### config.mk
export PLATFORM = sky130hd
export DESIGN_NAME = noc_flit_sink
export DESIGN_NICKNAME = d
export VERILOG_FILES = /design/src/rtl/noc_flit_sink_pkg.sv /design/src/rtl/noc_flit_sink_sat_counter.sv /design/src/rtl/noc_flit_sink.sv
export SDC_FILE = /design/constraint.sdc
export NUM_CORES = 1
export LEC_CHECK = 0
export BUFFER_PORTS_ARGS = -buffer_cell sky130_fd_sc_hd__buf_2
export CORE_UTILIZATION = 35
export DETAILED_ROUTE_END_ITERATION = 8
export SLEW_MARGIN = 0
export SYNTH_ARGS = -nofsm -noshare
export SYNTH_HDL_FRONTEND = slang
export SYNTH_SLANG_ARGS = --single-unit
### constraint.sdc
create_clock -name clk -period 3.9 [get_ports clk]
set_input_delay 0.39 -clock clk [delete_from_list [all_inputs] [get_ports clk]]
set_output_delay 0.39 -clock clk [all_outputs]
set_load 0.005 [all_outputs]
### src/rtl/noc_flit_sink_pkg.sv
// Shared flit-sink definitions: flit type codes, link widths, error causes, FSM states.
// Compile first; imported by every other file of the sink.
package noc_flit_sink_pkg;

    localparam int PAYLOAD_W = 64;
    localparam int TYPE_W    = 3;
    localparam int VCH_W     = 1;

    localparam int TYPE_NONE = 0;
    localparam int TYPE_HEAD = 1;
    localparam int TYPE_DATA = 2;
    localparam int TYPE_TAIL = 3;

    localparam logic [1:0] ERR_NONE    = 2'd0;
    localparam logic [1:0] ERR_IDLE    = 2'd1;
    localparam logic [1:0] ERR_BODY    = 2'd2;
    localparam logic [1:0] ERR_VCH_LEN = 2'd3;

    typedef enum logic {
        ST_IDLE = 1'b0,
        ST_BODY = 1'b1
    } state_t;

endpackage

### src/rtl/noc_flit_sink_sat_counter.sv
// Purpose: statistics counter that adds a per-cycle increment and sticks at all-ones.
// Latency: one cycle from increment to count; clear wins over increment.
// Backpressure: none, an increment is absorbed every cycle.
module sat_counter #(
    parameter int CNT_W = 32
) (
    input  logic             clk,
    input  logic             rst_,
    input  logic             clear,
    input  logic [CNT_W-1:0] inc,
    output logic [CNT_W-1:0] cnt
);

    logic [CNT_W:0] sum;

    assign sum = {1'b0, cnt} + {1'b0, inc};

    always_ff @(posedge clk or negedge rst_) begin
        if (!rst_) begin
            cnt <= '0;
        end else if (clear) begin
            cnt <= '0;
        end else if (sum[CNT_W]) begin
            cnt <= '1;
        end else begin
            cnt <= sum[CNT_W-1:0];
        end
    end

endmodule

### src/rtl/noc_flit_sink.sv
// Purpose: flit link sink checking HEAD/DATA/TAIL framing, returning credits, keeping stats (toggle stats under FLIT_SINK_TOGGLE_EN).
// Latency: credit and every statistic/error update appear one cycle after the flit is sampled.
// Backpressure: never stalls; every valid flit is accepted and credited, including errored ones.
module noc_flit_sink #(
    parameter int PAYLOAD_W = 64,
    parameter int TYPE_W    = 3,
    parameter int VCH_W     = 1,
    parameter int CNT_W     = 32,
    parameter int MAX_LEN   = 64
) (
    input  logic                      clk,
    input  logic                      rst_,
    input  logic [TYPE_W+PAYLOAD_W-1:0] idata,
    input  logic                      ivalid,
    input  logic [VCH_W-1:0]          ivch,
    input  logic                      count_en,
    input  logic                      clear,
    output logic                      ocredit,
    output logic [VCH_W-1:0]          ocredit_vch,
    output logic [CNT_W-1:0]          pkt_cnt,
    output logic [CNT_W-1:0]          flit_cnt,
    output logic [CNT_W-1:0]          busy_cnt,
    output logic [CNT_W-1:0]          cycle_cnt,
    output logic [CNT_W-1:0]          toggle_cnt,
    output logic [7:0]                last_len,
    output logic                      err,
    output logic [1:0]                err_code
);

    import noc_flit_sink_pkg::*;

    localparam int LEN_W = 16;

    logic [TYPE_W-1:0]    ftype;
    logic [PAYLOAD_W-1:0] payload;
    state_t               state, state_nxt;
    logic [VCH_W-1:0]     pkt_vch, pkt_vch_nxt;
    logic [LEN_W-1:0]     len, len_nxt, len_inc;
    logic                 flt_err, pkt_done;
    logic [1:0]           flt_code;
    logic [CNT_W-1:0]     flit_inc, cycle_inc, pkt_inc;

    assign ftype   = idata[TYPE_W+PAYLOAD_W-1:PAYLOAD_W];
    assign payload = idata[PAYLOAD_W-1:0];
    assign len_inc = len + LEN_W'(1);

    always_comb begin
        state_nxt   = state;
        pkt_vch_nxt = pkt_vch;
        len_nxt     = len;
        flt_err     = 1'b0;
        flt_code    = ERR_NONE;
        pkt_done    = 1'b0;
        if (clear) begin
            state_nxt = ST_IDLE;
            len_nxt   = '0;
        end else if (ivalid) begin
            case (state)
                ST_IDLE: begin
                    if (ftype == TYPE_W'(TYPE_HEAD)) begin
                        state_nxt   = ST_BODY;
                        pkt_vch_nxt = ivch;
                        len_nxt     = LEN_W'(1);
                    end else begin
                        flt_err  = 1'b1;
                        flt_code = ERR_IDLE;
                    end
                end
                default: begin
                    len_nxt = len_inc;
                    if (ftype != TYPE_W'(TYPE_DATA) && ftype != TYPE_W'(TYPE_TAIL)) begin
                        flt_err  = 1'b1;
                        flt_code = ERR_BODY;
                    end else if (ivch != pkt_vch) begin
                        flt_err  = 1'b1;
                        flt_code = ERR_VCH_LEN;
                    end else if (ftype == TYPE_W'(TYPE_TAIL)) begin
                        state_nxt = ST_IDLE;
                        pkt_done  = 1'b1;
                    end else if (len_inc >= LEN_W'(MAX_LEN)) begin
                        // a DATA reaching MAX_LEN leaves no room for the TAIL
                        flt_err  = 1'b1;
                        flt_code = ERR_VCH_LEN;
                    end
                    if (flt_err) begin
                        state_nxt = ST_IDLE;
                    end
                end
            endcase
        end
    end

    always_ff @(posedge clk or negedge rst_) begin
        if (!rst_) begin
            state   <= ST_IDLE;
            pkt_vch <= '0;
            len     <= '0;
        end else begin
            state   <= state_nxt;
            pkt_vch <= pkt_vch_nxt;
            len     <= len_nxt;
        end
    end

    always_ff @(posedge clk or negedge rst_) begin
        if (!rst_) begin
            ocredit     <= 1'b0;
            ocredit_vch <= '0;
            err         <= 1'b0;
            err_code    <= ERR_NONE;
            last_len    <= '0;
        end else begin
            ocredit     <= ivalid;
            ocredit_vch <= ivalid ? ivch : '0;
            if (clear) begin
                err      <= 1'b0;
                err_code <= ERR_NONE;
                last_len <= '0;
            end else begin
                if (flt_err && !err) begin
                    err      <= 1'b1;
                    err_code <= flt_code;
                end
                if (pkt_done && count_en) begin
                    last_len <= (len_inc > LEN_W'(255)) ? 8'hFF : len_inc[7:0];
                end
            end
        end
    end

    assign flit_inc  = (count_en && ivalid) ? CNT_W'(1) : '0;
    assign cycle_inc = count_en ? CNT_W'(1) : '0;
    assign pkt_inc   = (count_en && pkt_done) ? CNT_W'(1) : '0;

    sat_counter #(.CNT_W(CNT_W)) u_pkt_cnt (
        .clk(clk), .rst_(rst_), .clear(clear), .inc(pkt_inc), .cnt(pkt_cnt)
    );
    sat_counter #(.CNT_W(CNT_W)) u_flit_cnt (
        .clk(clk), .rst_(rst_), .clear(clear), .inc(flit_inc), .cnt(flit_cnt)
    );
    sat_counter #(.CNT_W(CNT_W)) u_busy_cnt (
        .clk(clk), .rst_(rst_), .clear(clear), .inc(flit_inc), .cnt(busy_cnt)
    );
    sat_counter #(.CNT_W(CNT_W)) u_cycle_cnt (
        .clk(clk), .rst_(rst_), .clear(clear), .inc(cycle_inc), .cnt(cycle_cnt)
    );

`ifdef FLIT_SINK_TOGGLE_EN
    localparam int POP_W = $clog2(PAYLOAD_W + 1);

    logic [PAYLOAD_W-1:0] prev_payload;
    logic [POP_W-1:0]     pop;
    logic [CNT_W-1:0]     pop_sat, toggle_inc;

    function automatic logic [POP_W-1:0] popcount(input logic [PAYLOAD_W-1:0] v);
        logic [POP_W-1:0] n;
        n = '0;
        for (int i = 0; i < PAYLOAD_W; i++) begin
            n = n + POP_W'(v[i]);
        end
        return n;
    endfunction

    always_ff @(posedge clk or negedge rst_) begin
        if (!rst_) begin
            prev_payload <= '0;
        end else begin
            prev_payload <= payload;
        end
    end

    assign pop = popcount(payload ^ prev_payload);

    // a narrow counter must not see a truncated (wrapped) increment
    if (CNT_W >= POP_W) begin : g_pop_fit
        assign pop_sat = CNT_W'(pop);
    end else begin : g_pop_clip
        assign pop_sat = (pop > POP_W'({CNT_W{1'b1}})) ? '1 : pop[CNT_W-1:0];
    end

    assign toggle_inc = count_en ? pop_sat : '0;

    sat_counter #(.CNT_W(CNT_W)) u_toggle_cnt (
        .clk(clk), .rst_(rst_), .clear(clear), .inc(toggle_inc), .cnt(toggle_cnt)
    );
`else
    logic unused_payload;

    assign unused_payload = ^payload;
    assign toggle_cnt     = '0;
`endif

endmodule

Word-level counts from Yosys, hierarchy flattened
Cells that the tools add are included.

Bits in registers: 159. Output and inout port bits: 173.

Add/subtract/negate cells: 5. Magnitude comparators: 2. Equal/unequal tests: 5. Mux-type cells: 55. Bitwise logic cells: 2. Reduce and logical (&&, ||, !) cells: 11.

Operator list (number): two-way mux 32 bit (8); adder 32 x 1 -> 33 bit (4); two-way mux 16 bit (4); two-way mux 1 bit (32); two-way mux 8 bit (3); adder 16 x 1 -> 16 bit, second input constant (1); greater-or-equal comparator 16 x 7 -> 1 bit, second input constant (1); greater-than comparator 16 x 8 -> 1 bit, second input constant (1); two-way mux 2 bit (8); inequality test 3 x 2 -> 1 bit, second input constant (2); nonzero test 2 bit (3); logical AND 1 bit (4); AND reduction 4 bit (1); equality test 3 x 1 -> 1 bit, second input constant (1); equality test 3 x 2 -> 1 bit, second input constant (1); nonzero test 3 bit (1); inverter 1 bit (2); AND reduction 2 bit (1); logical NOT 1 bit (1); inequality test 1 bit (1).

Longest topological paths before layout
Gate-level depths: netlist of run 1.

Depth in word-level cells: 15. Gate-level depth with buffers: 16.

Cells and area by module
From an unflattened synthesis of run 1, not the netlist that was laid out.

Cells, all modules: 1449. Area, all modules: 12862.3 µm².

By module, submodules not included: sat_counter at u_flit_cnt ... (instances 2, cells each 309, area each 2735.1 µm², seq. area each 800.8 µm²); sat_counter at u_busy_cnt ... (instances 2, cells each 300, area each 2676.3 µm², seq. area each 800.8 µm²); noc_flit_sink (instances 1, cells each 231, area each 2039.5 µm², seq. area each 775.7 µm²).

Least setup slack after synthesis of run 1
No wires, ideal clock.

Path type: input -> register. Start: input port ivalid. End: register u_pkt_cnt.cnt[29]. Arrival time: 3393 ps. Required time: 3806 ps. Setup slack: 413 ps. Stages: 13. Path buffers: 3. Path through: clkbuf_1 -> and2_1 -> and3_1 -> clkbuf_1 -> clkbuf_1 -> and2_1 -> ha_1 -> ha_1 -> inv_1 -> nor4_1 -> nand4_1 -> o2111a_1 -> a211oi_1.

Cells in the longest elaborated chain, start to end: 7.

Ends and longest elaborated chain: start, declared (RTL line noc_flit_sink.sv:14) `input logic ivalid,`; two-way mux 1 bit (RTL line noc_flit_sink.sv:57) `end else if (ivalid) begin`; two-way mux 1 bit (RTL line noc_flit_sink.sv:54) `if (clear) begin`; logical AND 1 bit (RTL line noc_flit_sink.sv:133) `assign pkt_inc = (count_en && pkt_done) ? CNT_W'(1) : '0;`; two-way mux 1 bit (RTL line noc_flit_sink.sv:133); adder 32 x 1 -> 33 bit (RTL line noc_flit_sink_sat_counter.sv:16) `assign sum = {1'b0, cnt} + {1'b0, inc};`; two-way mux 32 bit (RTL line noc_flit_sink_sat_counter.sv:23) `end else if (sum[CNT_W]) begin`; two-way mux 32 bit (RTL line noc_flit_sink_sat_counter.sv:21) `end else if (clear) begin`; end signal, assigned (RTL line noc_flit_sink_sat_counter.sv:26) `cnt <= sum[CNT_W-1:0];`; end, declared (RTL line noc_flit_sink_sat_counter.sv:11) `output logic [CNT_W-1:0] cnt`.

Every way passes these cells. A chain may end at the register's enable or synchronous reset.

Final worst setup path of run 1
Start: register state. End: register u_pkt_cnt.cnt[10].

Cells in the longest elaborated chain, start to end: 8.

Ends and longest elaborated chain: start, declared (RTL line noc_flit_sink.sv:36) `state_t state, state_nxt;`; start signal, assigned (RTL line noc_flit_sink.sv:99) `state <= state_nxt;`; two-way mux 1 bit (RTL line noc_flit_sink.sv:58) `case (state)`; two-way mux 1 bit (RTL line noc_flit_sink.sv:57); two-way mux 1 bit (RTL line noc_flit_sink.sv:54); logical AND 1 bit (RTL line noc_flit_sink.sv:133); two-way mux 1 bit (RTL line noc_flit_sink.sv:133); adder 32 x 1 -> 33 bit (RTL line noc_flit_sink_sat_counter.sv:16); two-way mux 32 bit (RTL line noc_flit_sink_sat_counter.sv:23); two-way mux 32 bit (RTL line noc_flit_sink_sat_counter.sv:21).

Every way passes these cells.

==> impl_results.md, run 1 <==
- Status: finished, violations left
- Failing checks: negative hold slack
- Largest cells by area after synthesis: dfrtp_1, a21oi_1, xor2_1
- # clock sinks: 159
- Fin Hold WS: -0.0336 ns
- Worst setup endpoint: u_pkt_cnt.cnt[10]$_DFF_PN0_
- First-pass GRT wire length: 33600 microns
- Area share of the largest cell type after synthesis: 47.4%
- Netlist Area Pre-Place: 8390 sq um
- # diodes: 0
- Hpwl dp: 14000 microns
- All-Layer GR Usage: 17.2%
- Clock slew at reported path FFs: 0.07 ns
- Reg2Reg Depth: 11
- TNS Setup: 0 ns
- Area leader, netlist: dfrtp_1
- Root Driver: clkbuf_16
- Core area: 23500 sq um
- CP Data Arrival Time: 3.77 ns
- FMAX: 293 MHz
- Die Width: 157 microns
- Pleak: 4.63 nW
- DIE AREA: 24600 sq um
- Worst EP required: 4.25 ns
- Clock Tree Buf Depth: 2
- Post-synth top flop: dfrtp_1
- Max-cap violations: 0
- Hold/Removal Path Class: primary input to async pin
- Reg-to-Reg Start: state$_DFFE_PN0P_
- Area after DPL: 9360 sq um
- Synth-to-layout area growth: 19.3%
- EDFF count, synth: 0
- Post-synth cell types: 51
- H-Tree Depth: 4
- Worst setup EP type: register
- Flop-to-flop setup slack: 0.48 ns
- Die Span Y: 157 microns
- Latest clock arrival within the worst-skew pair: 0.44 ns
- CP max FO: 26
- Crit path time final: 3.42 ns
- Largest net degree at the start of global routing: 96
- Sequential-to-total area share from yosys stat: 47.4%
- Detailed Routing Iterations Pass 1: 5
- Share of post-route cells with drive strength above 1: 19.6%
- Startpoint types: register
- Worst-Margin Slew: 1.08 ns
- Cts bufs inserted: 17
- Synth warnings: 0
- R2R Path End: u_pkt_cnt.cnt[10]$_DFF_PN0_
- CTS tree: yes
- Grt ovf: 0
- Placed Cells: 1333
- Final hold violations: 9
- Setup Skew: 0.0236 ns
- RSZ-0062 raised after global routing: false
- Hold-fix buffers, CTS: 0
- Vias in the first global route: 6380
- Drt wl/cell: 15.1 microns
- Final net count: 1116
- Initial Utilization: 35.7%
- Antenna violation net count after detailed routing: 0
- Initial drt markers: 442
- Worst slew margin: 27.1%
- Via density: 5.08
- Cells after Synth: 895
- Final setup fails: 0
- Peak VDD IR: 0.000224 V
- PostCTS Resize Cnt: 0
- DRT Wirelength: 20600 microns
- Fin crit share: 87.6%
- Drt drc: 0
- Pins Over Slew Limit: 0
- Commonest non-fill, non-tap cell in the layout: dfrtp_1
- Yosys reg bits: 159
- Port Buffers: 149
- Critical path launch point: state$_DFFE_PN0P_
- Layout Cells excl Fill: 1365
- RePlAce Congestion: 0.804
- Pwr dens: 366 nW/um^2
- Initial antenna violation count: 0
- Post-synthesis async set-or-reset flop share: 100%
- Syn avg cell area: 9.37 sq um
- Finished Cell Area: 10000 sq um
- Most frequent cells in the layout: dfrtp_1, buf_2, a21oi_1, nand3_1, xor2_1
- Kind of critical path: register to register
- Row cnt: 56
- Postcts setup bufs: 0
- Via count: 6933
- I/O pin total: 246
[synthesized netlist by cell type, types with 3 or more instances]
cell type	instances
nand3_1	68
nand2b_1	3
a31oi_1	3
nand2_1	60
mux2i_1	8
nor4_1	10
o21ai_0	28
and2_1	14
a21oi_1	118
nor2_1	60
dfrtp_1	159
xnor2_1	40
nand4_1	27
inv_1	21
xor2_1	66
a211oi_1	3
a311oi_1	12
and4_1	14
or3_1	5
buf_4	35
ha_1	10
nor3_1	28
and3_1	27
o31ai_1	7
clkbuf_1	36
[sequential cells by signal, indices dropped and copies added, names as in the netlist]
register and cells:
u_pkt_cnt.cnt 32, err_code 2, u_flit_cnt.cnt 32, u_busy_cnt.cnt 32
u_cycle_cnt.cnt 32, ocredit 1, ocredit_vch 1, state 1
last_len 8, pkt_vch 1, len 16, err 1
[where the power goes]
group,internal [mW],switching [mW],leakage [nW]
registers,1.66,0.0130,2.21
clock network,1.10,0.752,0.314
logic,0.0366,0.102,2.11
total,2.79,0.867,4.63
[metrics by stage]
stage,util (%),total power [mW],worst slack [ns]
after floorplan,-,1.80,0.413
after global placement,39.9,1.85,0.399
after detailed placement,39.9,1.85,0.366
after CTS,42.6,3.71,0.452
after global routing,42.6,3.80,0.145
final,42.6,3.66,0.483
[worst min path at each step]
stage                     startpoint                           to  slack [ns]  cells past startpoint
after CTS                       rst_  u_busy_cnt.cnt[8]$_DFF_PN0_        0.01                      1
after floorplan                 rst_              err$_DFFE_PN0P_        0.09                      0
after global routing            rst_  u_busy_cnt.cnt[9]$_DFF_PN0_        0.03                      1
after detailed placement        rst_  u_busy_cnt.cnt[5]$_DFF_PN0_        0.48                      1
final                           rst_  u_busy_cnt.cnt[5]$_DFF_PN0_       -0.03                      1
after global placement          rst_  u_busy_cnt.cnt[5]$_DFF_PN0_        0.47                      1
[cell families after synthesis]
group	synth area share, %
other	0.0447
muxes	1.22
DFF	47.4
and+or+nand+nor	20.4
xor gates and xnor gates	11.1
buffers and inverters	5.83
adders and majority gates	1.49
AOI/OAI and AO/OA	12.5
[metal layers]
layer,GRT usage [%],routed length (microns),vias to the layer above
li1,-,-,3385
met3,3.63,837,18
met2,26.9,9580,151
met4,5.23,224,0
met1,23.7,9940,3379
met5,0,0,-
[critical path, cell delays in order, from the launching register on]
cell and delay, ns:
dfrtp_1 0.55, nand2_1 0.16, nor2_1 0.14, and3_1 0.18, and2_1 0.23, ha_1 0.23, ha_1 0.21, inv_1 0.07
nor2_1 0.30, nand4_1 0.19, or3_1 0.78, a21oi_1 0.29
[area by class of cell]
class / count / area (sq um)
Sequential cell: 159 / 3980
Clock buffer: 17 / 425
Inverter: 21 / 78.8
Fill cell: 2336 / 13500
Timing Repair Buffer: 162 / 865
Multi-Input combinational cell: 672 / 4040
Tap cell: 319 / 399
Clock inverter: 15 / 220
Power figures use the tool's default switching activity.
==> inputs of run 2 (changes only) <==
Settings changed: BUFFER_PORTS_ARGS -buffer_cell sky130_fd_sc_hd__buf_2 to -buffer_cell sky130_fd_sc_hd__buf_4.
==> run 2 against run 1 <==
Against the previous run: power shrank 3.8%; the run now ends clean; sequential share of layout area down 1.2 points; via count down 0.27%; global-route usage fell by 0.36 points; hold slack improved by 0.10 ns; sequential power hardly changed; die area did not move.
==> impl_results.md, run 2 (synthesis results as in run 1) <==
- # clock sinks: 159 (unchanged)
- Most frequent cells in the layout: buf_4, dfrtp_1, a21oi_1, nand3_1, xor2_1
- Max-cap violations: 0 (unchanged)
- Cts bufs inserted: 17 (unchanged)
- WP buf/inv: 1 (unchanged)
- Antenna violation net count after detailed routing: 0 (unchanged)
- Worst Slack Setup Final: 0.496 ns (+0.0121 ns)
- Power, Total: 3.52 mW (-3.8%)
- Drt wl/cell: 15.0 microns (-0.44%)
- Worst EP required: 4.24 ns (about the same)
- Initial Utilization: 35.7% (unchanged)
- Root Driver: clkbuf_16
- Hold-fix buffers, CTS: 0 (unchanged)
- Vias in the first global route: 6332 (-0.75%)
- CP Data Arrival Time: 3.74 ns (-0.03 ns)
- Pleak: 4.60 nW (-0.67%)
- # diodes: 0 (unchanged)
- Drt drc: 0 (unchanged)
- Initial drt markers: 333 (-25%)
- RSZ-0062 raised after global routing: false
- Largest delay contributor family on the critical path: simple AND/OR/NAND/NOR gates
- Port Buffers: 149 (unchanged)
- Hpwl dp: 13900 microns (-0.34%)
- Via density: 5.07 (-0.27%)
- Slowest stage delay, CP: 0.78 ns (about the same)
- Peak VDD IR: 0.000251 V (+12%)
- CP max FO: 26 (unchanged)
- Final net count: 1116 (unchanged)
- Die Span Y: 157 microns (unchanged)
- Worst setup EP type: register
- Kind of critical path: register to register
- Share of post-route cells with drive strength above 1: 19.6% (unchanged)
- Setup Skew: 0.0178 ns (-0.00584 ns)
- Pwr dens: 341 nW/um^2 (-6.8%)
- Pins Over Slew Limit: 0 (unchanged)
- Initial antenna violation count: 1 (+1)
- Final setup fails: 0 (unchanged)
- H-Tree Depth: 4 (unchanged)
- Commonest non-fill, non-tap cell in the layout: buf_4
- Dpl ws: 0.371 ns (+0.00515 ns)
- Layout Utilization: 44.0% (+1.3 points)
- All-Layer GR Usage: 16.8% (-0.36 points)
- Hold/Removal Path Class: primary input to async pin
- Via count: 6914 (-0.27%)
- Largest net degree at the start of global routing: 100 (+4.2%)
- Core area: 23500 sq um (unchanged)
- Fin crit share: 87.3% (-0.31 points)
- Fin Hold WS: 0.0691 ns (+0.103 ns)
- Synth-to-layout area growth: 23.0%
- Final hold violations: 0 (-9)
- Crit path time final: 3.40 ns (-0.0121 ns)
- Slowest cell on crit path: or3_1
- CTS tree: yes
- Clock Tree Buf Depth: 2 (unchanged)
- TNS Setup: 0 ns (unchanged)
- RePlAce Congestion: 0.784 (-2.5%)
- Startpoint types: register
- Row cnt: 56 (unchanged)
- CP Cell Sequence: nand2_1 > nor2_1 > and3_1 > and2_1 > ha_1 > ha_1 > inv_1 > nor2_1 > nand4_1 > or3_1 > a21oi_1
- Status: completed
- Grt ovf: 0 (unchanged)
- Worst slew margin: 36.6% (+9.5 points)
- Die Width: 157 microns (unchanged)
- Detailed Routing Iterations Pass 1: 7 (+2)
- DIE AREA: 24600 sq um (unchanged)
- Worst-Margin Slew: 0.951 ns (-0.132 ns)
- Latest clock arrival within the worst-skew pair: 0.43 ns (about the same)
- DRT Wirelength: 20500 microns (-0.44%)
- PostCTS Resize Cnt: 0 (unchanged)
- First-pass GRT wire length: 33000 microns (-1.8%)
- FMAX: 294 MHz (+0.36%)
- Clock slew at reported path FFs: 0.08 ns (about the same)
- Postcts setup bufs: 0 (unchanged)
- I/O pin total: 246 (unchanged)
run 2: changes by cell type in the layout (fill, tap and decap cells not counted), sizes merged:
cell / delta
bufinv: -4
clkinv: +3
inv: +2
clkinvlp: -1
run 2: cell type report:
type                    count  area, sq um
flip-flops and latches    159         3980
clock buffers              17          425
multi-input cells         672         4040
repair buffers            162         1220
fillers                  2286        13200
well taps                 319          399
inverters                  21         78.8
clock inverters            15          181
run 2: per-layer routing:
metal / vias up / wire length [microns] / track usage (%) / share of wire [%]
met3: 14 / 913 / 3.85 / 4.5
met5: - / 12 / 0 / 0.059
li1: 3398 / - / - / -
met1: 3346 / 9940 / 23.3 / 49
met4: 2 / 181 / 3.97 / 0.88
met2: 154 / 9440 / 26.4 / 46
run 2: power breakdown:
group / total, mW / switching (mW) / internal, mW / leakage [nW]
Combinational: 0.142 / 0.101 / 0.0407 / 2.09
Sequential: 1.67 / 0.0130 / 1.66 / 2.21
Clock: 1.71 / 0.830 / 0.875 / 0.297
Total: 3.52 / 0.944 / 2.58 / 4.60
run 2: stage by stage:
step                cell area (sq um)  std cells
floorplan                        8510        926
finish                          10300       1365
global placement                 9710       1333
global route                    10300       1365
CTS                             10300       1365
detailed placement               9710       1333
run 2: path summary, 6_finish.rpt:
kind / startpoint / end / slack (ns) / depth (start not counted)
worst max register to register: state$_DFFE_PN0P_ / u_pkt_cnt.cnt[1]$_DFF_PN0_ / 0.50 / 11
min in group clk: ivalid / ocredit$_DFF_PN0_ / 0.14 / 1
worst min-delay path: rst_ / u_busy_cnt.cnt[9]$_DFF_PN0_ / 0.07 / 1
worst min register to register: len[15]$_DFFE_PN0P_ / len[15]$_DFFE_PN0P_ / 0.52 / 2
worst max-delay path: state$_DFFE_PN0P_ / u_pkt_cnt.cnt[1]$_DFF_PN0_ / 0.50 / 11
max in group asynchronous: rst_ / u_pkt_cnt.cnt[28]$_DFF_PN0_ / 2.94 / 2
